<file path="src/rtl/uart_pkg.sv">
// Shared UART definitions: transmitter state encoding, frame width and line levels.
package uart_pkg;

  typedef enum logic [2:0] {IDLE, START, DATA, PARITY, STOP} tx_state_t;

  localparam int FRAME_DATA_BITS = 8;

  localparam logic LINE_IDLE  = 1'b1;
  localparam logic LINE_START = 1'b0;
  localparam logic LINE_STOP  = 1'b1;

endpackage

</file>
<file path="src/rtl/sync_fifo.sv">
// Single-clock FIFO with occupancy count; a push into a full FIFO is accepted
// only when a pop happens in the same cycle.
module sync_fifo #(
  parameter int WIDTH = 8,
  parameter int DEPTH = 8
) (
  input  logic                   clk,
  input  logic                   reset,
  input  logic                   push,
  input  logic                   pop,
  input  logic [WIDTH-1:0]       wdata,
  output logic [WIDTH-1:0]       rdata,
  output logic [$clog2(DEPTH):0] count,
  output logic                   full,
  output logic                   empty
);
  localparam int AW = $clog2(DEPTH);

  logic [WIDTH-1:0] mem [DEPTH];
  logic [AW-1:0]    wr_ptr;
  logic [AW-1:0]    rd_ptr;
  logic             do_push;
  logic             do_pop;

  assign empty   = (count == '0);
  assign full    = (count == (AW+1)'(DEPTH));
  assign do_pop  = pop & ~empty;
  assign do_push = push & (~full | do_pop);
  assign rdata   = mem[rd_ptr];

  always_ff @(posedge clk) begin
    if (do_push) mem[wr_ptr] <= wdata;
  end

  // Pointers are exactly log2(DEPTH) wide so they wrap without explicit compare.
  always_ff @(posedge clk or negedge reset) begin
    if (!reset) begin
      wr_ptr <= '0;
      rd_ptr <= '0;
      count  <= '0;
    end else begin
      if (do_push) wr_ptr <= wr_ptr + 1'b1;
      if (do_pop)  rd_ptr <= rd_ptr + 1'b1;
      case ({do_push, do_pop})
        2'b10:   count <= count + 1'b1;
        2'b01:   count <= count - 1'b1;
        default: count <= count;
      endcase
    end
  end

endmodule

</file>
<file path="src/rtl/mmio_uart_tx.sv">
// Memory-mapped console transmitter: byte stores to TX_ADDR are queued and sent 8N1.
// Define UART_TX_PARITY_EN to insert an even-parity bit between data and stop.
module mmio_uart_tx
  import uart_pkg::*;
#(
  parameter logic [31:0] TX_ADDR      = 32'h0001_0000,
  parameter int          CLKS_PER_BIT = 16,
  parameter int          FIFO_DEPTH   = 8
) (
  input  logic        clk,
  input  logic        reset,
  input  logic        data_write,
  input  logic [7:0]  data,
  input  logic [31:0] data_address,
  output logic        tx,
  output logic        busy,
  output logic        fifo_full,
  output logic        overflow
);
  localparam int            CW         = $clog2(CLKS_PER_BIT);
  localparam logic [CW-1:0] CNT_RELOAD = CW'(CLKS_PER_BIT - 1);

  tx_state_t                     state;
  logic [CW-1:0]                 baud_cnt;
  logic [2:0]                    bit_idx;
  logic [FRAME_DATA_BITS-1:0]    shreg;
  logic [FRAME_DATA_BITS-1:0]    fifo_rdata;
  logic [$clog2(FIFO_DEPTH):0]   fifo_count;
  logic                          fifo_empty;
  logic                          accept;
  logic                          pop;
  logic                          bit_done;
`ifdef UART_TX_PARITY_EN
  logic                          parity_bit;
`endif

  assign accept   = data_write && (data_address == TX_ADDR);
  assign bit_done = (baud_cnt == '0);
  // Popping at stop expiry lets the next start bit follow with no idle gap.
  assign pop      = ~fifo_empty & ((state == IDLE) | ((state == STOP) & bit_done));
  assign busy     = (state != IDLE) | (fifo_count != '0);

  sync_fifo #(.WIDTH(FRAME_DATA_BITS), .DEPTH(FIFO_DEPTH)) u_fifo (
    .clk   (clk),
    .reset (reset),
    .push  (accept),
    .pop   (pop),
    .wdata (data),
    .rdata (fifo_rdata),
    .count (fifo_count),
    .full  (fifo_full),
    .empty (fifo_empty)
  );

  always_ff @(posedge clk or negedge reset) begin
    if (!reset) overflow <= 1'b0;
    else if (accept && fifo_full && !pop) overflow <= 1'b1;
  end

  always_ff @(posedge clk or negedge reset) begin
    if (!reset) begin
      state    <= IDLE;
      baud_cnt <= '0;
      bit_idx  <= '0;
      shreg    <= '0;
      tx       <= LINE_IDLE;
`ifdef UART_TX_PARITY_EN
      parity_bit <= 1'b0;
`endif
    end else if (pop) begin
      state    <= START;
      tx       <= LINE_START;
      baud_cnt <= CNT_RELOAD;
      shreg    <= fifo_rdata;
`ifdef UART_TX_PARITY_EN
      parity_bit <= ^fifo_rdata;
`endif
    end else if (state != IDLE) begin
      if (!bit_done) begin
        baud_cnt <= baud_cnt - 1'b1;
      end else begin
        baud_cnt <= CNT_RELOAD;
        unique case (state)
          START: begin
            state   <= DATA;
            tx      <= shreg[0];
            bit_idx <= '0;
          end
          DATA: begin
            if (bit_idx == 3'(FRAME_DATA_BITS - 1)) begin
`ifdef UART_TX_PARITY_EN
              state <= PARITY;
              tx    <= parity_bit;
`else
              state <= STOP;
              tx    <= LINE_STOP;
`endif
            end else begin
              bit_idx <= bit_idx + 1'b1;
              shreg   <= {1'b0, shreg[FRAME_DATA_BITS-1:1]};
              tx      <= shreg[1];
            end
          end
          PARITY: begin
            state <= STOP;
            tx    <= LINE_STOP;
          end
          default: begin
            state <= IDLE;
            tx    <= LINE_IDLE;
          end
        endcase
      end
    end
  end

endmodule

</file>
<file path="config.mk">
export PLATFORM = sky130hd
export DESIGN_NAME = mmio_uart_tx
export DESIGN_NICKNAME = d
export VERILOG_FILES = /design/src/rtl/uart_pkg.sv /design/src/rtl/sync_fifo.sv /design/src/rtl/mmio_uart_tx.sv
export SDC_FILE = /design/constraint.sdc
export NUM_CORES = 1
export LEC_CHECK = 0
export BUFFER_PORTS_ARGS = -buffer_cell sky130_fd_sc_hd__buf_2
export CORE_MARGIN = 10
export CORE_UTILIZATION = 33
export DETAILED_ROUTE_END_ITERATION = 10
export PLACE_DENSITY_LB_ADDON = 0.3
export SETUP_SLACK_MARGIN = 0.2
export SYNTH_ARGS = -nofsm -noshare
export SYNTH_HDL_FRONTEND = slang
export SYNTH_SLANG_ARGS = --single-unit
export TNS_END_PERCENT = 100
</file>
<file path="constraint.sdc">
create_clock -name clk -period 2.48 [get_ports clk]
set_input_delay 0.124 -clock clk [delete_from_list [all_inputs] [get_ports clk]]
set_output_delay 0.124 -clock clk [all_outputs]
set_load 0.03 [all_outputs]
</file>
==> flow_summary_export.csv, run 1 <==
group,metric,value,unit
detailed_routing,via_count,2439,
layout,multi_input_comb_area,1480,um^2
floorplanning,coreArea,12200,um^2
logic_synthesis,synth-xor-area-share,1.68,%
critical_path,path_buf_inv,0,
logic_synthesis,syn_inst,275,
logic_synthesis,yosysTopAreaCell,"edfxtp_1",
global_routing,grt_max_degree,31,
placed_design,dpl-instance-area,4740,um^2
layout,drive_gt1_share,39.8,%
layout,final_nets,400,
clock_tree,cts.sinks,94,
detailed_routing,ant_nets,0,
logic_synthesis,ys_top_cells_by_count,"64 x edfxtp_1, 33 x nand2_1, 29 x dfrtp_1",
clock_tree,cts_tree,"done",
sta,finalMaxSlewViolations,0,
sta,fin_setup_tns,0,ns
logic_synthesis,synthTopCellsByArea,"edfxtp_1 46%, dfrtp_1 17%, mux4_2 8.7%",
critical_path,cp_max_fo,8,
global_routing,track_usage,9.69,%
layout,syn2layout_area_growth,23.5,%
global_routing,gr-total-overflow,0,
clock_tree,clock_path_buffers,2,
logic_synthesis,synth_top_family_by_area,"multiplexers",
detailed_routing,wl_per_cell,15.5,um
logic_synthesis,synth_seq_cells,94,
logic_synthesis,synth_compound_area_share,6.14,%
placed_design,portBuffers,46,
layout,stdcell_count,522,
logic_synthesis,synth_ff_type,"edfxtp_1",
logic_synthesis,synth.avg_cell_area,15.1,um^2
logic_synthesis,ys_types,49,
hold_path,hold_start,"data[3]",
logic_synthesis,yosysWarnings,0,
sta,rsz0062_at_grt,"true",
pwr,peakVddDrop,0.461,mV
sta,period_share,90.3,%
sta,tightestPinTransition,0.798,ns
placed_design,dp.cells,498,
job,drv_cap,0,
layout,final_cell_area,5130,um^2
placed_design,dp_hpwl,5590,um
floorplanning,rows,40,
floorplanning,fp.dieW,132,um
floorplanning,dieArea,17500,um^2
critical_path,path_delay_family,"simple AND/OR/NAND/NOR gates",
critical_path,cp.required,2.70,ns
logic_synthesis,syn_nets,326,
layout,nFillCells,1104,
critical_path,crit_start,"state[1]",
detailed_routing,wl,8080,um
clock_tree,ctsRootBufferMaster,"clkbuf_16",
critical_path,max_stage_delay,0.47,ns
critical_path,crit_slowest_cell,"dfrtp_2",
sta,hold_violations,0,
critical_path,r2r_start,"state[1]",
clock_tree,cts_buffers,9,
critical_path,endpoint_kind,"register",
clock_tree,clk_pin_slew,0.07,ns
layout,seqCellArea,2680,um^2
critical_path,crit_chain,"nor4_2, a211oi_2, or4_4, or2_4, nand2_2, mux2_4",
floorplanning,die_h,132,um
placed_design,place.gp.congestion,0.771,
sta,fmax,447,MHz
detailed_routing,drtIter0Drc,150,
sta,setup_viol,0,
logic_synthesis,synthMuxAreaShare,12.5,%
pwr,p_leak,0.00196,uW
logic_synthesis,synth_adder_area_share,2.59,%
global_routing,grt_pass1_vias,2631,
sta,skew,0.00794,ns
hold_path,hold_path_class,"in -> reg",
sta,setup_ws,0.241,ns
clock_tree,clk_latency,0.34,ns
floorplanning,start_util,34.2,%
placed_design,place_ws,-0.0149,ns
logic_synthesis,syn_area,4160,um^2
detailed_routing,vias_per_cell,4.67,
critical_path,setup.worst_path.start_class,"register",
global_routing,antenna_found_initial,0,
critical_path,crit_type,"reg -> reg",
critical_path,cp.arrival,2.46,ns
detailed_routing,drt-pass1-iter-count,5,
global_routing,grt_pass1_wl,13700,um
logic_synthesis,synth.most_common_cell,"edfxtp_1",
sta,slew_headroom,46.8,%
floorplanning,ios,47,
sta,period_needed,2.24,ns
logic_synthesis,synthSimpleGateAreaFrac,11.0,%
logic_synthesis,synth.yosys.seq_area_share,64.3,%
logic_synthesis,synth_edf_count,64,
logic_synthesis,synthArstFlopShare,31.9,%
detailed_routing,drc_errors,0,
status,status,"completed",
layout,num_antenna_cells,0,
clock_tree,htree_levels,3,
pwr,powerDensity,605,nW/um^2
logic_synthesis,synth.top_cell.area_share,46.2,%
==> report_power, final <==
part	internal (uW)	switching, uW
Clock	783	583
Sequential	1680	0.00000102
Combinational	30.0	34.6
Total	2490	617
==> worst reg2reg max path: stages (launching register included) <==
cell and delay (ns):
dfrtp_2 0.47, nor4_2 0.33, a211oi_2 0.15, or4_4 0.47, or2_4 0.27, nand2_2 0.12, mux2_4 0.31
==> cells in the final DEF (no fill, tap or decap), drive strengths merged, types with 2 or more instances in the layout <==
cell	Yosys	layout
or3	2	2
nor2	11	11
nor4	8	8
clkbuf	6	9
dfrtp	29	29
nor4b	2	2
nand2b	4	4
or2	2	2
xnor2	6	6
xor2	2	2
a22oi	2	2
a211oi	2	2
mux4	16	16
a21o	3	3
nand2	35	35
mux2i	10	10
or4	2	2
inv	7	9
a21oi	3	3
clkinv	0	3
edfxtp	64	64
mux2	4	4
nor3	7	7
ha	7	7
buf	5	73
o21ai	23	23
==> flip-flops by register name (all words and copies together), names as in the netlist <==
name / count
baud_cnt: 4
bit_idx: 3
overflow: 1
shreg: 8
state: 3
tx: 1
u_fifo.count: 4
u_fifo.mem: 64
u_fifo.rd_ptr: 3
u_fifo.wr_ptr: 3
==> per-stage QoR <==
stage / total power, uW / hold WS, ns / util, %
3_3_place_gp: 1770 / 0.210 / 39.0
3_5_place_dp: 1780 / 0.207 / 39.0
5_1_grt: 3210 / 0.0631 / 42.2
2_1_floorplan: 1720 / -0.172 / -
4_1_cts: 3140 / 0.0446 / 42.1
6_report: 3110 / 0.0524 / 42.2
==> logic make-up (layout without fill, tap and decap cells) <==
| logic type | after synthesis | in the layout |
|---|---|---|
| flip-flops | 94 | 94 |
| AND/OR/NAND/NOR | 78 | 78 |
| AO/OA/AOI/OAI | 39 | 39 |
| multiplexers | 30 | 30 |
| buffers and inverters | 18 | 97 |
| adder cells (fa/ha/maj) | 8 | 8 |
| XOR/XNOR | 8 | 8 |
==> repair_timing <==
| item | CTS | global route |
|---|---|---|
| gates resized for setup | 9 | 2 |
| pin swaps | 8 | 2 |
| cloned | 0 | 0 |
| setup endpoints to repair | 2 | 34 |
| setup buffers | 6 | 1 |
| hold buffers | 1 | 0 |
| endpoints found under the hold margin | 29 | 0 |
==> worst paths after layout <==
check / to / slack [ns] / cells after the start
hold reg to reg: overflow / 0.46 / 1
setup reg to reg: u_fifo.count[2] / 0.24 / 6
min in group asynchronous: u_fifo.count[0] / 0.35 / 2
setup / recovery: u_fifo.count[2] / 0.24 / 6
hold / removal: u_fifo.mem[6][3] / 0.05 / 1
max in group asynchronous: state[1] / 1.65 / 2
==> layout make-up <==
cell class	instances	share of cell area [%]
Timing Repair Buffer	74	8.63
Sequential cell	94	52.2
Tap cell	168	4.09
Clock inverter	7	1.39
Multi-Input combinational cell	163	28.8
Clock buffer	9	4.39
Inverter	7	0.512
==> metal layers <==
layer,track usage [%],part of all wire [%],up-vias
li1,-,-,1187
met1,11.8,45,1212
met2,16.3,51,30
met3,2.44,2.7,10
met4,3.12,1.1,0
met5,0,0,-
Note: power is estimated with default switching activity, not from simulation.
==> run 2, diff against run 1 <==
- clock period: 2.48 -> 2.6 ns (I/O delays scaled with it)
==> flow_summary_export.csv, run 2 (synthesized netlist as in run 1, its figures left out) <==
group,metric,value,unit
status,status,"completed",
clock_tree,clk_latency,0.34,ns
critical_path,crit_slowest_cell,"dfrtp_1",
pwr,p_sw_share,20.7,%
global_routing,grt_pass1_vias,2578,
detailed_routing,drt-pass1-iter-count,4,
critical_path,cp.required,2.86,ns
critical_path,cp.arrival,2.50,ns
critical_path,r2r_slack,0.36,ns
placed_design,dp_hpwl,5440,um
sta,setup_viol,0,
clock_tree,cts_tree,"done",
sta,rsz0062_at_grt,"true",
clock_tree,clock_path_buffers,2,
hold_path,hold_start,"data[5]",
floorplanning,fp.dieW,132,um
placed_design,dp.cells,493,
floorplanning,dieArea,17500,um^2
layout,final_nets,394,
placed_design,place_ws,0.0842,ns
layout,most-common-layout-cells,"64 x edfxtp_1, 46 x buf_2, 32 x nand2_1, 29 x dfrtp_1",
placed_design,portBuffers,46,
critical_path,r2r_start,"u_fifo.count[1]",
placed_design,dpl-instance-area,4690,um^2
pwr,p_comb_share,2.1,%
hold_path,hold_path_class,"in -> reg",
sta,tightestPinTransition,0.912,ns
clock_tree,ctsRootBufferMaster,"clkbuf_16",
detailed_routing,drtIter0Drc,143,
global_routing,grt_max_degree,31,
detailed_routing,ant_nets,0,
clock_tree,cts_buffers,9,
layout,top_regs,"u_fifo.mem (64), shreg (8)",
hold_path,min_to,"u_fifo.mem[5][5]",
pwr,p_switching,595,uW
global_routing,antenna_found_initial,0,
detailed_routing,wl_per_cell,15.8,um
layout,final_core_util,41.6,%
critical_path,endpoint_kind,"register",
floorplanning,die_h,132,um
sta,period_needed,2.24,ns
layout,final_cell_area,5050,um^2
sta,fmax,446,MHz
floorplanning,rows,40,
layout,drive_gt1_share,37.1,%
critical_path,r2r_cells,10,
sta,period_share,86.2,%
clock_tree,clk_pin_slew,0.07,ns
detailed_routing,wl,8170,um
floorplanning,coreArea,12200,um^2
critical_path,timing.rr.end,"u_fifo.count[3]",
detailed_routing,drc_errors,0,
pwr,powerDensity,569,nW/um^2
sta,finalMaxSlewViolations,0,
critical_path,crit_chain,"nor4_2, buf_4, a2111oi_4, nand2_2, inv_2, ha_4, a21o_1, a21oi_2, mux2i_4, xor2_1",
pwr,power.internal,2280,uW
layout,largest_reg_flops,64,
floorplanning,ios,47,
layout,num_antenna_cells,0,
sta,skew,0.00874,ns
pwr,peakVddDrop,0.433,mV
critical_path,crit_type,"reg -> reg",
pwr,seqPwrFrac,55.6,%
global_routing,grt_pass1_wl,13400,um
critical_path,max_stage_delay,0.45,ns
hold_path,hold_path_depth,1,
job,drv_cap,0,
floorplanning,start_util,34.2,%
layout,layout_commonest_cell,"edfxtp_1",
clock_tree,htree_levels,3,
placed_design,place.gp.congestion,0.764,
critical_path,cp_max_fo,4,
sta,slew_headroom,39.1,%
clock_tree,cts.sinks,94,
sta,fin_setup_tns,0,ns
sta,setup_ws,0.360,ns
pwr,power_frac_clock,42.2,%
pwr,p_leak,0.00189,uW
layout,stdcell_count,516,
layout,syn2layout_area_growth,21.5,%
detailed_routing,via_count,2440,
sta,hold_violations,0,
critical_path,setup.worst_path.start_class,"register",
layout,largest_register,"u_fifo.mem",
global_routing,track_usage,9.58,%
global_routing,gr-total-overflow,0,
detailed_routing,vias_per_cell,4.73,
[run 2: changes by cell type in the layout (fill, tap and decap cells not counted)]
cell and change:
clkbuf_1 +1, buf_4 -6, dfrtp_1 +4, clkinv_1 -1, nand2_4 -1, ha_1 +1, nor3_1 +1, clkinvlp_4 +1
dfrtp_2 -4, nand2_8 +1, nor3_2 -1, ha_4 -1, bufinv_16 -1
[run 2: per-stage QoR]
step | power, uW | hold slack, ns
6_report | 2880 | 0.0548
5_1_grt | 2990 | 0.0616
4_1_cts | 2920 | 0.0449
3_5_place_dp | 1690 | 0.218
3_3_place_gp | 1690 | 0.214
2_1_floorplan | 1640 | -0.166
[run 2: area by class of cell]
class,instances,area [um^2]
clock buffer,10,229
clock inverter,6,45.0
fill,1115,7110
inverter,7,26.3
multi-input combinational,163,1470
sequential,94,2670
tap,168,210
timing repair buffer,68,398
[run 2: worst max path at each step]
stage | startpoint | slack, ns | cells after the start | end
CTS | baud_cnt[1] | 0.21 | 11 | u_fifo.count[3]
floorplan | baud_cnt[0] | 0.12 | 11 | u_fifo.count[3]
finish | u_fifo.count[1] | 0.36 | 10 | u_fifo.count[3]
global placement | data_address[1] | 0.15 | 11 | u_fifo.count[3]
detailed placement | data_address[2] | 0.08 | 11 | u_fifo.count[3]
global route | baud_cnt[0] | 0.18 | 11 | u_fifo.count[3]
[run 2: power groups by stage]
stage                     clock [uW]  sequential [uW]  combinational (uW)
final                           1220             1600                61.5
after global routing            1320             1600                69.4
after CTS                       1260             1600                63.6
after detailed placement           0             1630                62.0
after global placement             0             1630                59.0
after floorplan                    0             1630                6.34
[run 2: routing by layer]
metal | routed length (um) | GRT usage, % | up-vias
met5 | 0 | 0 | -
met2 | 4100 | 16.1 | 42
met1 | 3590 | 11.3 | 1203
li1 | - | - | 1182
met3 | 317 | 2.74 | 13
met4 | 157 | 3.85 | 0
[run 2: worst max-delay path: cells and delay by family (launching register included)]
| family | cells | cell delay [ns] |
|---|---|---|
| AO/OA/AOI/OAI | 3 | 0.71 |
| buffers and inverters | 2 | 0.24 |
| flip-flops | 1 | 0.45 |
| adder cells (fa/ha/maj) | 1 | 0.19 |
| XOR/XNOR | 1 | 0.14 |
| AND/OR/NAND/NOR | 2 | 0.18 |
| multiplexers | 1 | 0.25 |
[run 2: repair_timing]
item,CTS,global route
gates resized for setup,5,3
hold buffers,1,0
hold endpoints to repair,29,0
pin swaps,4,6
setup buffers,3,3
setup endpoints to repair,1,2
==> run 3, diff against run 2 <==
- BUFFER_PORTS_ARGS: -buffer_cell sky130_fd_sc_hd__buf_2 -> -buffer_cell sky130_fd_sc_hd__buf_4
==> flow_summary_export.csv, run 3 (synthesized netlist as in run 1, its figures left out) <==
group,metric,value,unit
global_routing,grt_pass1_vias,2620,
critical_path,path_common_cell,"inv_2",
pwr,power_frac_clock,44.1,%
layout,syn2layout_area_growth,24.2,%
detailed_routing,wl,8420,um
layout,multi_input_comb_area,1450,um^2
floorplanning,fp.dieW,132,um
detailed_routing,ant_nets,0,
hold_path,hold_start,"data[2]",
floorplanning,start_util,34.2,%
global_routing,antenna_found_initial,0,
placed_design,dp_hpwl,5650,um
critical_path,cp_max_fo,3,
pwr,p_switching,604,uW
global_routing,gr-total-overflow,0,
detailed_routing,via_count,2389,
layout,final_cell_area,5160,um^2
floorplanning,dieArea,17500,um^2
layout,most-common-layout-cells,"66 x buf_4, 64 x edfxtp_1, 32 x nand2_1, 29 x dfrtp_1, 21 x o21ai_0",
sta,rsz0062_at_grt,"false",
critical_path,r2r_slack,0.34,ns
pwr,p_sw_share,20.1,%
layout,num_antenna_cells,0,
pwr,powerDensity,582,nW/um^2
sta,setup_viol,0,
layout,largest_register,"u_fifo.mem",
hold_path,hold_path_depth,1,
sta,fmax,443,MHz
layout,stdcell_count,515,
clock_tree,cts_tree,"done",
sta,period_needed,2.26,ns
clock_tree,ctsRootBufferMaster,"clkbuf_16",
placed_design,dp.cells,493,
pwr,p_comb_share,2.7,%
pwr,finalPower,3010,uW
pwr,power.internal,2400,uW
clock_tree,clk_latency,0.35,ns
critical_path,timing.rr.end,"u_fifo.count[3]",
sta,skew,0.00799,ns
critical_path,crit_slowest_cell,"dfrtp_1",
critical_path,crit_chain,"inv_2, ha_4, nand2_4, a2111oi_4, nand2_2, inv_2, ha_1, a21o_1, a21oi_2, mux2i_4, xor2_1",
detailed_routing,drtIter0Drc,127,
layout,largest_reg_flops,64,
hold_path,min_to,"u_fifo.mem[3][2]",
detailed_routing,drc_errors,0,
job,drv_cap,0,
clock_tree,clock_path_buffers,2,
placed_design,place.gp.congestion,0.775,
sta,whs,0.0119,ns
layout,layout_commonest_cell,"buf_4",
floorplanning,die_h,132,um
floorplanning,coreArea,12200,um^2
floorplanning,rows,40,
layout,seqCellArea,2670,um^2
critical_path,crit_type,"reg -> reg",
critical_path,cp.required,2.87,ns
sta,period_share,86.8,%
hold_path,hold_path_class,"in -> reg",
sta,tightestPinTransition,0.869,ns
pwr,seqPwrFrac,53.2,%
critical_path,cp.arrival,2.53,ns
sta,hold_violations,0,
global_routing,track_usage,10.1,%
clock_tree,cts.sinks,94,
critical_path,setup.worst_path.start_class,"register",
detailed_routing,wl_per_cell,16.3,um
detailed_routing,drt-pass1-iter-count,4,
floorplanning,ios,47,
clock_tree,htree_levels,3,
global_routing,grt_pass1_wl,13700,um
placed_design,dpl-instance-area,4800,um^2
detailed_routing,vias_per_cell,4.64,
layout,top_regs,"u_fifo.mem (64), shreg (8)",
sta,finalMaxSlewViolations,0,
clock_tree,clk_pin_slew,0.07,ns
status,status,"completed",
critical_path,r2r_cells,11,
critical_path,max_stage_delay,0.39,ns
placed_design,portBuffers,46,
critical_path,r2r_start,"baud_cnt[0]",
pwr,peakVddDrop,0.489,mV
global_routing,grt_max_degree,31,
sta,slew_headroom,41.9,%
critical_path,endpoint_kind,"register",
layout,drive_gt1_share,37.2,%
clock_tree,cts_buffers,9,
sta,fin_setup_tns,0,ns
layout,nFillCells,1085,
pwr,p_leak,0.00196,uW
layout,final_nets,393,
[run 3: cell type report]
type | count | share of cell area (%)
Clock buffer | 9 | 4.36
Clock inverter | 7 | 1.50
Inverter | 7 | 0.509
Multi-Input combinational cell | 163 | 28.0
Sequential cell | 94 | 51.8
Tap cell | 168 | 4.07
Timing Repair Buffer | 67 | 9.79
[run 3: metal layers]
layer / vias up / global-route usage (%) / wire length [um]
met5: - / 0 / 0
met4: 0 / 4.46 / 173
met3: 14 / 2.59 / 252
met2: 29 / 17.2 / 4260
met1: 1173 / 11.6 / 3730
li1: 1173 / - / -
[run 3: repair_timing]
item / in CTS / in global routing
pin swaps: 5 / 5
setup buffers: 3 / 2
hold endpoints to repair: 29 / 0
hold buffers: 1 / 0
gates cloned: 0 / 0
gates resized for setup: 5 / 0
setup endpoints to repair: 1 / 1
[run 3: worst max-delay path by stage]
stage                     cells after the start            start              end  slack, ns
after global placement                       11  data_address[2]  u_fifo.count[3]       0.12
after global routing                         11      baud_cnt[0]  u_fifo.count[3]       0.20
after floorplan                              11      baud_cnt[0]  u_fifo.count[3]       0.12
after CTS                                    11      baud_cnt[1]  u_fifo.count[3]       0.23
final                                        11      baud_cnt[0]  u_fifo.count[3]       0.34
after detailed placement                     11  data_address[2]  u_fifo.count[3]       0.03
[run 3: stage by stage]
step	worst slack [ns]	utilization (%)
floorplan	0.121	-
CTS	0.229	42.3
global route	0.201	42.5
finish	0.343	42.5
detailed placement	0.0330	39.5
global placement	0.116	39.5
[run 3: power by group through the flow]
stage / registers [uW] / clock network (uW) / logic, uW
6_report: 1600 / 1320 / 80.1
5_1_grt: 1600 / 1430 / 87.8
4_1_cts: 1600 / 1370 / 81.4
3_5_place_dp: 1630 / 0 / 80.1
3_3_place_gp: 1630 / 0 / 77.0
2_1_floorplan: 1630 / 0 / 6.34
[run 3: worst max-delay path: cells and delay by family (launching register included)]
kind            cells  cell delay, ns
xor+xnor            1            0.14
simple gates        2            0.16
buf+inv             2            0.14
compound gates      3            0.72
flops               1            0.39
fa+ha+maj           2            0.38
mux                 1            0.25
